File: src/rtl/key_scan_pkg.sv
// Shared types and default geometry for the matrix keypad scanner.
// Imported by the scanner top and its column synchronizer.
package key_scan_pkg;

    typedef enum logic [1:0] {
        KS_IDLE,
        KS_CAND,
        KS_PRESSED,
        KS_RELEASE
    } ks_state_t;

    typedef enum logic [1:0] {
        FR_NONE,
        FR_SINGLE,
        FR_MULTI
    } frame_kind_t;

    localparam int KS_ROWS   = 4;
    localparam int KS_COLS   = 4;
    localparam int KS_KEYS   = KS_ROWS * KS_COLS;
    localparam int KS_CODE_W = $clog2(KS_KEYS);
    localparam int KS_CNT_W  = 8;

    // A single-row keypad still needs a one-bit row pointer.
    function automatic int ptrWidth(input int n);
        return (n > 1) ? $clog2(n) : 1;
    endfunction

endpackage

File: src/rtl/key_scan_col_sync.sv
// Two-flop synchronizer for the asynchronous active-low column sense lines.
// Resets to all ones so the keypad reads as fully released.
module key_col_sync
    import key_scan_pkg::*;
#(
    parameter int WIDTH = KS_COLS
) (
    input  logic             clk_div,
    input  logic             rst_n,
    input  logic [WIDTH-1:0] din_i,
    output logic [WIDTH-1:0] dout_o
);

    logic [WIDTH-1:0] meta_q;
    logic [WIDTH-1:0] sync_q;

    always_ff @(posedge clk_div or negedge rst_n) begin
        if (!rst_n) begin
            meta_q <= '1;
            sync_q <= '1;
        end else begin
            meta_q <= din_i;
            sync_q <= meta_q;
        end
    end

    assign dout_o = sync_q;

endmodule

File: src/rtl/key_scan.sv
// Matrix keypad scanner: walks one low row per tick, builds a per-frame snapshot
// of pressed keys, and debounces single-key presses and releases over whole frames.
module key_scan
    import key_scan_pkg::*;
#(
    parameter int ROWS     = KS_ROWS,
    parameter int COLS     = KS_COLS,
    parameter int DEBOUNCE = 8
) (
    input  logic                          clk_div,
    input  logic                          rst_n,
    input  logic [COLS-1:0]               col_n,
    output logic [ROWS-1:0]               row_n,
    output logic [$clog2(ROWS*COLS)-1:0]  key_code,
    output logic                          key_valid,
    output logic                          key_down,
    output logic                          key_release
);

    localparam int KEYS   = ROWS * COLS;
    localparam int CODE_W = $clog2(KEYS);
    localparam int PTR_W  = ptrWidth(ROWS);
    localparam logic [KS_CNT_W-1:0] DEB = KS_CNT_W'(DEBOUNCE);

    logic [PTR_W-1:0]    rowPtr_q, rowPtr_d;
    logic [ROWS-1:0]     rowN_q;
    logic [PTR_W-1:0]    rowDrv_q, pipeRow_q, tagRow_q;
    logic                drvValid_q, pipeValid_q, tagValid_q;
    logic [COLS-1:0]     colSync;
    logic [KEYS-1:0]     snap_q, snap_d;
    logic                frameEnd;
    logic                frameDone_q;
    logic [KEYS-1:0]     frameBits_q;
    frame_kind_t         frameKind;
    logic [CODE_W-1:0]   frameCode;
    logic [1:0]          bitCount;
    logic                candHeld;

    ks_state_t           state_q;
    logic [KS_CNT_W-1:0] cnt_q;
    logic [CODE_W-1:0]   cand_q;
    logic [CODE_W-1:0]   keyCode_q;
    logic                valid_q, down_q, release_q;

    key_col_sync #(.WIDTH(COLS)) u_col_sync (
        .clk_div (clk_div),
        .rst_n   (rst_n),
        .din_i   (col_n),
        .dout_o  (colSync)
    );

    always_comb begin
        rowPtr_d = (rowPtr_q == PTR_W'(ROWS - 1)) ? '0 : rowPtr_q + PTR_W'(1);
    end

    // Merge the synchronized sample into the snapshot row it was tagged with.
    always_comb begin
        snap_d = snap_q;
        if (tagValid_q) begin
            for (int r = 0; r < ROWS; r++) begin
                for (int c = 0; c < COLS; c++) begin
                    if (tagRow_q == PTR_W'(r) && !colSync[c]) begin
                        snap_d[r*COLS + c] = 1'b1;
                    end
                end
            end
        end
        frameEnd = tagValid_q && (tagRow_q == PTR_W'(ROWS - 1));
    end

    // The row tag trails the drive by the synchronizer depth, so it names the row each sample saw.
    always_ff @(posedge clk_div or negedge rst_n) begin
        if (!rst_n) begin
            rowPtr_q    <= '0;
            rowN_q      <= '1;
            rowDrv_q    <= '0;
            drvValid_q  <= 1'b0;
            pipeRow_q   <= '0;
            pipeValid_q <= 1'b0;
            tagRow_q    <= '0;
            tagValid_q  <= 1'b0;
            snap_q      <= '0;
            frameDone_q <= 1'b0;
            frameBits_q <= '0;
        end else begin
            rowPtr_q    <= rowPtr_d;
            rowN_q      <= ~(ROWS'(1) << rowPtr_q);
            rowDrv_q    <= rowPtr_q;
            drvValid_q  <= 1'b1;
            pipeRow_q   <= rowDrv_q;
            pipeValid_q <= drvValid_q;
            tagRow_q    <= pipeRow_q;
            tagValid_q  <= pipeValid_q;
            frameDone_q <= frameEnd;
            if (frameEnd) begin
                frameBits_q <= snap_d;
                snap_q      <= '0;
            end else begin
                snap_q      <= snap_d;
            end
        end
    end

    always_comb begin
        bitCount  = 2'd0;
        frameCode = '0;
        for (int i = 0; i < KEYS; i++) begin
            if (frameBits_q[i]) begin
                if (bitCount == 2'd0) begin
                    frameCode = CODE_W'(i);
                end
                if (bitCount != 2'd2) begin
                    bitCount = bitCount + 2'd1;
                end
            end
        end
        case (bitCount)
            2'd0:    frameKind = FR_NONE;
            2'd1:    frameKind = FR_SINGLE;
            default: frameKind = FR_MULTI;
        endcase
        candHeld = frameBits_q[cand_q];
    end

    // Debounce: a press needs DEBOUNCE identical single-key frames, a release DEBOUNCE frames without it.
    always_ff @(posedge clk_div or negedge rst_n) begin
        if (!rst_n) begin
            state_q   <= KS_IDLE;
            cnt_q     <= '0;
            cand_q    <= '0;
            keyCode_q <= '0;
            valid_q   <= 1'b0;
            down_q    <= 1'b0;
            release_q <= 1'b0;
        end else begin
            valid_q   <= 1'b0;
            release_q <= 1'b0;
            if (frameDone_q) begin
                case (state_q)
                    KS_IDLE: begin
                        if (frameKind == FR_SINGLE) begin
                            cand_q <= frameCode;
                            if (DEB == KS_CNT_W'(1)) begin
                                state_q   <= KS_PRESSED;
                                cnt_q     <= '0;
                                keyCode_q <= frameCode;
                                valid_q   <= 1'b1;
                                down_q    <= 1'b1;
                            end else begin
                                state_q <= KS_CAND;
                                cnt_q   <= KS_CNT_W'(1);
                            end
                        end
                    end
                    KS_CAND: begin
                        if (frameKind == FR_SINGLE && frameCode == cand_q) begin
                            if (cnt_q + KS_CNT_W'(1) == DEB) begin
                                state_q   <= KS_PRESSED;
                                cnt_q     <= '0;
                                keyCode_q <= cand_q;
                                valid_q   <= 1'b1;
                                down_q    <= 1'b1;
                            end else begin
                                cnt_q <= cnt_q + KS_CNT_W'(1);
                            end
                        end else begin
                            state_q <= KS_IDLE;
                            cnt_q   <= '0;
                        end
                    end
                    KS_PRESSED: begin
                        if (!candHeld) begin
                            if (DEB == KS_CNT_W'(1)) begin
                                state_q   <= KS_IDLE;
                                cnt_q     <= '0;
                                down_q    <= 1'b0;
                                release_q <= 1'b1;
                            end else begin
                                state_q <= KS_RELEASE;
                                cnt_q   <= KS_CNT_W'(1);
                            end
                        end
                    end
                    KS_RELEASE: begin
                        if (candHeld) begin
                            state_q <= KS_PRESSED;
                            cnt_q   <= '0;
                        end else if (cnt_q + KS_CNT_W'(1) == DEB) begin
                            state_q   <= KS_IDLE;
                            cnt_q     <= '0;
                            down_q    <= 1'b0;
                            release_q <= 1'b1;
                        end else begin
                            cnt_q <= cnt_q + KS_CNT_W'(1);
                        end
                    end
                    default: begin
                        state_q <= KS_IDLE;
                        cnt_q   <= '0;
                    end
                endcase
            end
        end
    end

    assign row_n       = rowN_q;
    assign key_code    = keyCode_q;
    assign key_valid   = valid_q;
    assign key_down    = down_q;
    assign key_release = release_q;

endmodule

File: config.mk
export PLATFORM = sky130hd
export DESIGN_NAME = key_scan
export DESIGN_NICKNAME = d
export VERILOG_FILES = /design/src/rtl/key_scan_pkg.sv /design/src/rtl/key_scan_col_sync.sv /design/src/rtl/key_scan.sv
export SDC_FILE = /design/constraint.sdc
export NUM_CORES = 1
export LEC_CHECK = 0
export ABC_CLOCK_PERIOD_IN_PS = 13800
export BUFFER_PORTS_ARGS = -buffer_cell sky130_fd_sc_hd__buf_4
export CAP_MARGIN = 20
export CORE_UTILIZATION = 56
export DETAILED_ROUTE_END_ITERATION = 10
export HOLD_SLACK_MARGIN = 0.03
export PLACE_DENSITY = 0.73
export SYNTH_ARGS = -nofsm -noshare
export SYNTH_HDL_FRONTEND = slang
export SYNTH_SLANG_ARGS = --single-unit
export TNS_END_PERCENT = 10
File: constraint.sdc
create_clock -name clk_div -period 13.8 [get_ports clk_div]
set_input_delay 1.38 -clock clk_div [delete_from_list [all_inputs] [get_ports clk_div]]
set_output_delay 1.38 -clock clk_div [all_outputs]
set_load 0.01 [all_outputs]
==> results of run 1 <==
layer usage:
layer	vias up	part of all wire
met4	0	0.024
met2	152	0.48
met5	-	0
li1	2160	-
met1	2189	0.45
met3	28	0.049
cells in the final DEF, fill, tap and decap left out, types with 6 or more instances in the layout:
cell type and instances:
a211o_1 6, a211oi_1 9, a21o_1 8, a21oi_1 34, a31oi_1 10, and2_1 10
buf_4 16, clkbuf_8 9, dfrtp_1 65, dfstp_2 12, ha_1 12, inv_1 25
mux2_2 14, nand2_1 48, nand3_1 15, nor2_1 63, nor2b_1 6, nor3_1 18
nor4_1 7, o211ai_1 7, o21ai_0 22, o22ai_1 6, o31ai_1 6, xnor2_1 11
report_power, final:
group          switching [uW]  internal, uW  leakage (uW)
sequential               39.3           244      0.000929
clock                    87.4          86.4      0.000101
combinational             313           210       0.00138
per-stage QoR:
step / total power [uW] / hold WS, ps / worst slack, ps
final: 979 / 354 / 6170
after global routing: 1050 / 360 / 5410
after CTS: 977 / 355 / 6210
after detailed placement: 797 / 335 / 6300
after global placement: 787 / 334 / 6570
after floorplan: 701 / 331 / 7360
area by class of cell:
cell class,instances,area share
flip-flops and latches,77,0.339
inverters,27,0.0177
repair buffers,16,0.0210
multi-input cells,448,0.558
clock buffers,9,0.0216
well taps,129,0.0282
clock inverters,7,0.0142
critical path, stage by stage (launching register included):
cell and delay [ps]:
dfrtp_1 410, inv_1 100, ha_1 370, or4b_1 630
o211ai_1 180, a31o_2 210, o32ai_1 100, a21oi_1 270
mux2i_1 830, o31a_1 370, nand3_1 250, and2_1 320
a2111oi_0 350, o21ai_0 140, a21oi_1 300, a221oi_1 120
a41oi_1 260, xnor2_1 110, a21oi_1 300, inv_1 110
ha_1 220, nand2_1 150, nand2_1 110, nor3_1 340
o2bb2ai_1 350, nand4b_4 220, mux2_1 360
worst paths after layout:
check / to / cells after the start
setup / recovery: key_code[0]$_DFFE_PN0P_ / 26
hold / removal: pipeRow_q[1]$_DFF_PN0_ / 0
setup reg to reg: key_code[0]$_DFFE_PN0P_ / 26
hold reg to reg: pipeRow_q[1]$_DFF_PN0_ / 0
max in group asynchronous: cnt_q[1]$_DFFE_PN0P_ / 1
min in group asynchronous: cnt_q[6]$_DFFE_PN0P_ / 1
logic make-up (layout without fill, tap and decap cells):
family | after synthesis | in the layout | share of synthesized area
buffers and inverters | 54 | 59 | 0.0402
muxes | 28 | 28 | 0.0712
xor gates and xnor gates | 15 | 15 | 0.0273
DFF | 77 | 77 | 0.363
adders and majority gates | 12 | 12 | 0.0280
AOI/OAI and AO/OA | 186 | 186 | 0.275
other | 1 | 1 | 0.000700
and+or+nand+nor | 206 | 206 | 0.195
registers in the layout, indices dropped and copies added (netlist names), 4 cells and up:
signal,cells
u_col_sync.dout_o,4
row_n,4
cnt_q,8
key_code,4
frameBits_q,16
u_col_sync.meta_q,4
snap_q,16
cand_q,4
==> results.py, run 1 <==
metrics = {
    "clock_network": {
        "cts.clk_slew.worst_paths_ps": 90,
        "root_buffer": "clkbuf_8",
        "clockBufferDepth": 2,
        "cts_resized": 0,
        "cts-htree-levels": 3,
        "cts_buffers": 9,
        "cts.sinks": 77,
        "cts_hold_buffers": 0,
        "post_cts_buffers": 0,
        "clk_latency_ps": 350,
        "cts_tree": "yes",
    },
    "global_route": {
        "grt_max_degree": 78,
        "grt-ovfl-total": 0,
        "first_global_vias": 4286,
        "met2_usage": 0.409,
        "busiest_layer": "met2",
        "gr-usage-met1": 0.352,
        "grtUsageTotal": 0.256,
        "antenna_found_initial": 0,
        "grt_pass1_wl_um": 20500,
        "grt_use_met3": 0.0390,
    },
    "synthesis": {
        "synth.cell_area_um2": 5360,
        "syn-num-nets": 597,
        "ys_warn_count": 0,
        "synth_top_area_share": 0.304,
        "synthFlopType": "dfrtp_1",
        "synth_enable_flop_cells": 0,
        "async_reset_ff_frac": 1.00,
        "seq_area_frac_synth": 0.363,
        "synth_common_cells": "dfrtp_1 (65), nor2_1 (63), nand2_1 (48)",
        "yosys-top-cells-area": "dfrtp_1 (30%), dfstp_2 (5.9%), nor2_1 (4.4%)",
        "syn_avg_cell_area_um2": 9.25,
        "yosysUniqueCellTypes": 97,
        "ys_seq_elements": 77,
        "yosysMostFrequentCell": "dfrtp_1",
        "post-synth-top-area-cell": "dfrtp_1",
        "synthCells": 579,
    },
    "worst_setup_path": {
        "worstSetupPathType": "reg -> reg",
        "cp-end-kind": "flip-flop",
        "reg2reg_slack_ps": 6170,
        "critPathRequiredTime_ps": 14030,
        "cp-start-kind": "flip-flop",
        "crit_start": "frameBits_q[0]$_DFFE_PN0P_",
        "cp_max_fo": 11,
        "cp_data_arrival_time_ps": 7860,
        "r2r_start": "frameBits_q[0]$_DFFE_PN0P_",
    },
    "floorplan": {
        "chipWidth_um": 99.8,
        "pin_count": 17,
        "initial_core_util": 0.580,
        "core_region_area_um2": 9240,
        "fp.dieH_um": 99.8,
        "die-area_um2": 9960,
        "rows": 35,
    },
    "final_layout": {
        "multi_input_area_um2": 3200,
        "n_fill_cell": 776,
        "drive_above_1_share": 0.178,
        "final_cells": 713,
        "final_util": 0.620,
        "nets": 597,
        "syn_to_final_growth_pct": 6.96,
        "fin_area_um2": 5730,
        "n_antenna_cell": 0,
        "final-seq-area_um2": 1940,
    },
    "sta": {
        "relSlewSlack": 0.349,
        "maxSlewViolCount": 0,
        "fin_skew_ps": 10.9,
        "fmax_mhz": 131,
        "rsz0062_at_grt": "no",
        "fin_tns_setup_ps": 0,
        "hold_viol": 0,
        "worst_pin_slew_ps": 949,
        "fin_crit_sh": 0.553,
        "period_minus_slack_ps": 7630,
        "setup_viol": 0,
    },
    "drt": {
        "ant_nets": 0,
        "dr.pass1.iters": 5,
        "wl_um": 12100,
        "vias": 4529,
        "vias_per_cell": 6.35,
        "avgRoutedWirePerCell_um": 16.9,
        "drt_iter0_drc": 357,
        "drc": 0,
    },
    "min_path": {
        "hold_start": "rowDrv_q[1]$_DFF_PN0_",
        "hold_path_class": "reg -> reg",
    },
    "placement": {
        "dpl.hpwl_um": 8750,
        "routabilityCongestion": 0.925,
        "dpl.cell_count": 697,
        "dpl-instance-area_um2": 5520,
        "io_buffers": 16,
    },
    "run": {
        "drv_cap": 0,
    },
    "outcome": {
        "status": "finished, final reports clean",
    },
    "power_and_ir_drop": {
        "p_leak_uw": 0.00241,
        "irDropWorstVdd_v": 0.000126,
        "powerDensity_nw_per_um2": 171,
    },
}
(Power assumes the default switching activity.)
==> inputs of run 2 (changes only) <==
--- a/config.mk
+++ b/config.mk
@@ -5,7 +5,7 @@
 export SDC_FILE = /design/constraint.sdc
 export NUM_CORES = 1
 export LEC_CHECK = 0
-export ABC_CLOCK_PERIOD_IN_PS = 13800
+export ABC_CLOCK_PERIOD_IN_PS = 7600
 export BUFFER_PORTS_ARGS = -buffer_cell sky130_fd_sc_hd__buf_4
 export CAP_MARGIN = 20
 export CORE_UTILIZATION = 56
==> constraint.sdc (replaced) <==
create_clock -name clk_div -period 7.6 [get_ports clk_div]
set_input_delay 0.76 -clock clk_div [delete_from_list [all_inputs] [get_ports clk_div]]
set_output_delay 0.76 -clock clk_div [all_outputs]
set_load 0.01 [all_outputs]
==> run 2 against run 1 <==
Against the previous run: global-route usage fell by 0.29 points; first-iteration DRC count fell by 31%; sequential power rose by 81%; critical path depth increased by 1; non-clock buffer count rose by 5; worst hold slack got worse by 4.9 ps; core utilization is 1.5 points higher; clock skew decreased by 5.3 ps; sequential share of layout area shrank 0.78 points; clock power rose by 88%; critical path type unchanged; critical endpoint is now cnt_q[2]$_DFFE_PN0P_; highest routed layer unchanged.
==> results.py, run 2 (synthesis results as in run 1) <==
metrics = {
    "worst_setup_path": {
        "reg2reg_slack_ps": 540,
        "cp_max_fo": 11,
        "rr_endpoint": "cnt_q[2]$_DFFE_PN0P_",
        "worstSetupPathType": "reg -> reg",
        "cp-start-kind": "flip-flop",
        "r2r_start": "frameBits_q[0]$_DFFE_PN0P_",
        "crit_path_top_delay_cell": "or4b_4",
        "critPathRequiredTime_ps": 7820,
        "cp_data_arrival_time_ps": 7280,
        "max_stage_delay_ps": 570,
        "cp-end-kind": "flip-flop",
        "reg2reg_depth": 27,
        "path_common_cell": "nand2_1",
    },
    "drt": {
        "wl_um": 11700,
        "vias": 4518,
        "drc": 0,
        "drt_iter0_drc": 245,
        "ant_nets": 0,
        "vias_per_cell": 6.30,
        "avgRoutedWirePerCell_um": 16.3,
        "dr.pass1.iters": 5,
    },
    "final_layout": {
        "layout_common_cells": "dfrtp_1 (65), nor2_1 (63), nand2_1 (47)",
        "layout_commonest_cell": "dfrtp_1",
        "nets": 602,
        "drive_above_1_share": 0.206,
        "syn_to_final_growth_pct": 9.48,
        "n_fill_cell": 770,
        "top_regs": "frameBits_q: 16 flops, snap_q: 16 flops, cnt_q: 8 flops",
        "n_antenna_cell": 0,
    },
    "floorplan": {
        "chipWidth_um": 99.8,
        "core_region_area_um2": 9240,
        "initial_core_util": 0.580,
        "fp.dieH_um": 99.8,
        "die-area_um2": 9960,
        "pin_count": 17,
        "rows": 35,
    },
    "global_route": {
        "grt_pass1_wl_um": 20400,
        "grtUsageTotal": 0.253,
        "antenna_found_initial": 0,
        "grt_max_degree": 78,
        "first_global_vias": 4341,
        "grt-ovfl-total": 0,
    },
    "power_and_ir_drop": {
        "powerDensity_nw_per_um2": 314,
        "p_clk_frac": 0.177,
        "pwr-share-seq": 0.279,
        "comb_power_share": 0.544,
        "switching_share": 0.431,
        "irDropWorstVdd_v": 0.000179,
        "power.switching_uw": 793,
        "p_leak_uw": 0.00245,
        "p_int_uw": 1050,
    },
    "min_path": {
        "hold_path_class": "reg -> reg",
        "hold-path-endpoint": "pipeRow_q[0]$_DFF_PN0_",
        "worstHoldPathCells": 0,
        "hold_start": "rowDrv_q[0]$_DFF_PN0_",
    },
    "clock_network": {
        "cts_hold_buffers": 0,
        "cts.clk_slew.worst_paths_ps": 70,
        "clockBufferDepth": 2,
        "cts_buffers": 9,
        "cts.sinks": 77,
        "cts_tree": "yes",
        "clk_latency_ps": 340,
        "cts-htree-levels": 3,
        "root_buffer": "clkbuf_8",
    },
    "sta": {
        "fin_skew_ps": 5.65,
        "worst_pin_slew_ps": 1020,
        "setup_ws_ps": 542,
        "setup_viol": 0,
        "maxSlewViolCount": 0,
        "hold_viol": 0,
        "period_minus_slack_ps": 7060,
        "fmax_mhz": 142,
        "relSlewSlack": 0.316,
        "rsz0062_at_grt": "no",
        "fin_tns_setup_ps": 0,
        "fin_crit_sh": 0.929,
    },
    "placement": {
        "pre_cts_ws_ps": 252,
        "io_buffers": 16,
        "routabilityCongestion": 0.889,
        "dpl.hpwl_um": 8600,
    },
    "run": {
        "drv_cap": 0,
    },
    "outcome": {
        "status": "finished, final reports clean",
    },
}
## run 2: changes by cell type in the layout (fill, tap and decap cells not counted), moves of 2 or more
cell,change
a21oi_2,+3
o311ai_2,+2
a21oi_1,-3
inv_6,-4
o311ai_1,-2
buf_4,+5
## run 2: power groups by stage
| stage | Sequential [uW] | Combinational (uW) | Clock [uW] |
|---|---|---|---|
| after global placement | 518 | 907 | 0 |
| final | 513 | 1000 | 327 |
| after floorplan | 472 | 801 | 0 |
| after global routing | 522 | 1100 | 352 |
| after CTS | 513 | 929 | 335 |
| after detailed placement | 521 | 923 | 0 |
## run 2: metrics by stage
step,cells,area (um^2),power (uW),hold WS (ps),utilization
final,717,5860,1840,349,0.635
after global routing,717,5860,1970,359,0.635
after CTS,714,5750,1780,352,0.623
after detailed placement,699,5540,1440,335,0.599
after global placement,699,5540,1430,333,0.599
after floorplan,579,5360,1270,331,-
## run 2: worst max path at each step
stage                                    start                      end  slack, ps  cells after the start
finish              frameBits_q[0]$_DFFE_PN0P_     cnt_q[2]$_DFFE_PN0P_        540                     27
detailed placement  frameBits_q[0]$_DFFE_PN0P_  key_code[2]$_DFFE_PN0P_        250                     26
global route        frameBits_q[0]$_DFFE_PN0P_     cnt_q[2]$_DFFE_PN0P_         10                     27
CTS                 frameBits_q[0]$_DFFE_PN0P_     cnt_q[3]$_DFFE_PN0P_        220                     27
global placement    frameBits_q[0]$_DFFE_PN0P_  key_code[3]$_DFFE_PN0P_        590                     26
floorplan           frameBits_q[0]$_DFFE_PN0P_  key_code[0]$_DFFE_PN0P_       1160                     28
## run 2: per-layer routing
metal | wire length [um] | GRT usage | vias to the layer above | share of wire
li1 | - | - | 2180 | -
met1 | 5290 | 0.348 | 2174 | 0.45
met2 | 5690 | 0.410 | 144 | 0.49
met3 | 548 | 0.0390 | 20 | 0.047
met4 | 182 | 0.0871 | 0 | 0.016
met5 | 0 | 0 | - | 0
## run 2: area by class of cell
type	instances	area, um^2	area share
multi-input cells	448	3290	0.561
flip-flops and latches	77	1940	0.331
clock buffers	11	141	0.0241
clock inverters	4	72.6	0.0124
well taps	129	161	0.0275
repair buffers	21	158	0.0269
inverters	27	101	0.0173
## run 2: worst max-delay path, delay by kind of cell (launching register included)
kind	cells	cell delay, ps
AO/OA/AOI/OAI	13	3390
AND/OR/NAND/NOR	7	1420
multiplexers	2	690
adder cells (fa/ha/maj)	2	610
flip-flops	1	400
buffers and inverters	2	280
XOR/XNOR	1	160
## run 2: timing repair
item,4_1_cts,5_1_grt
buffers inserted,0,3
resized for setup,0,17
hold endpoints to repair,0,0
endpoints found under the setup margin,0,20
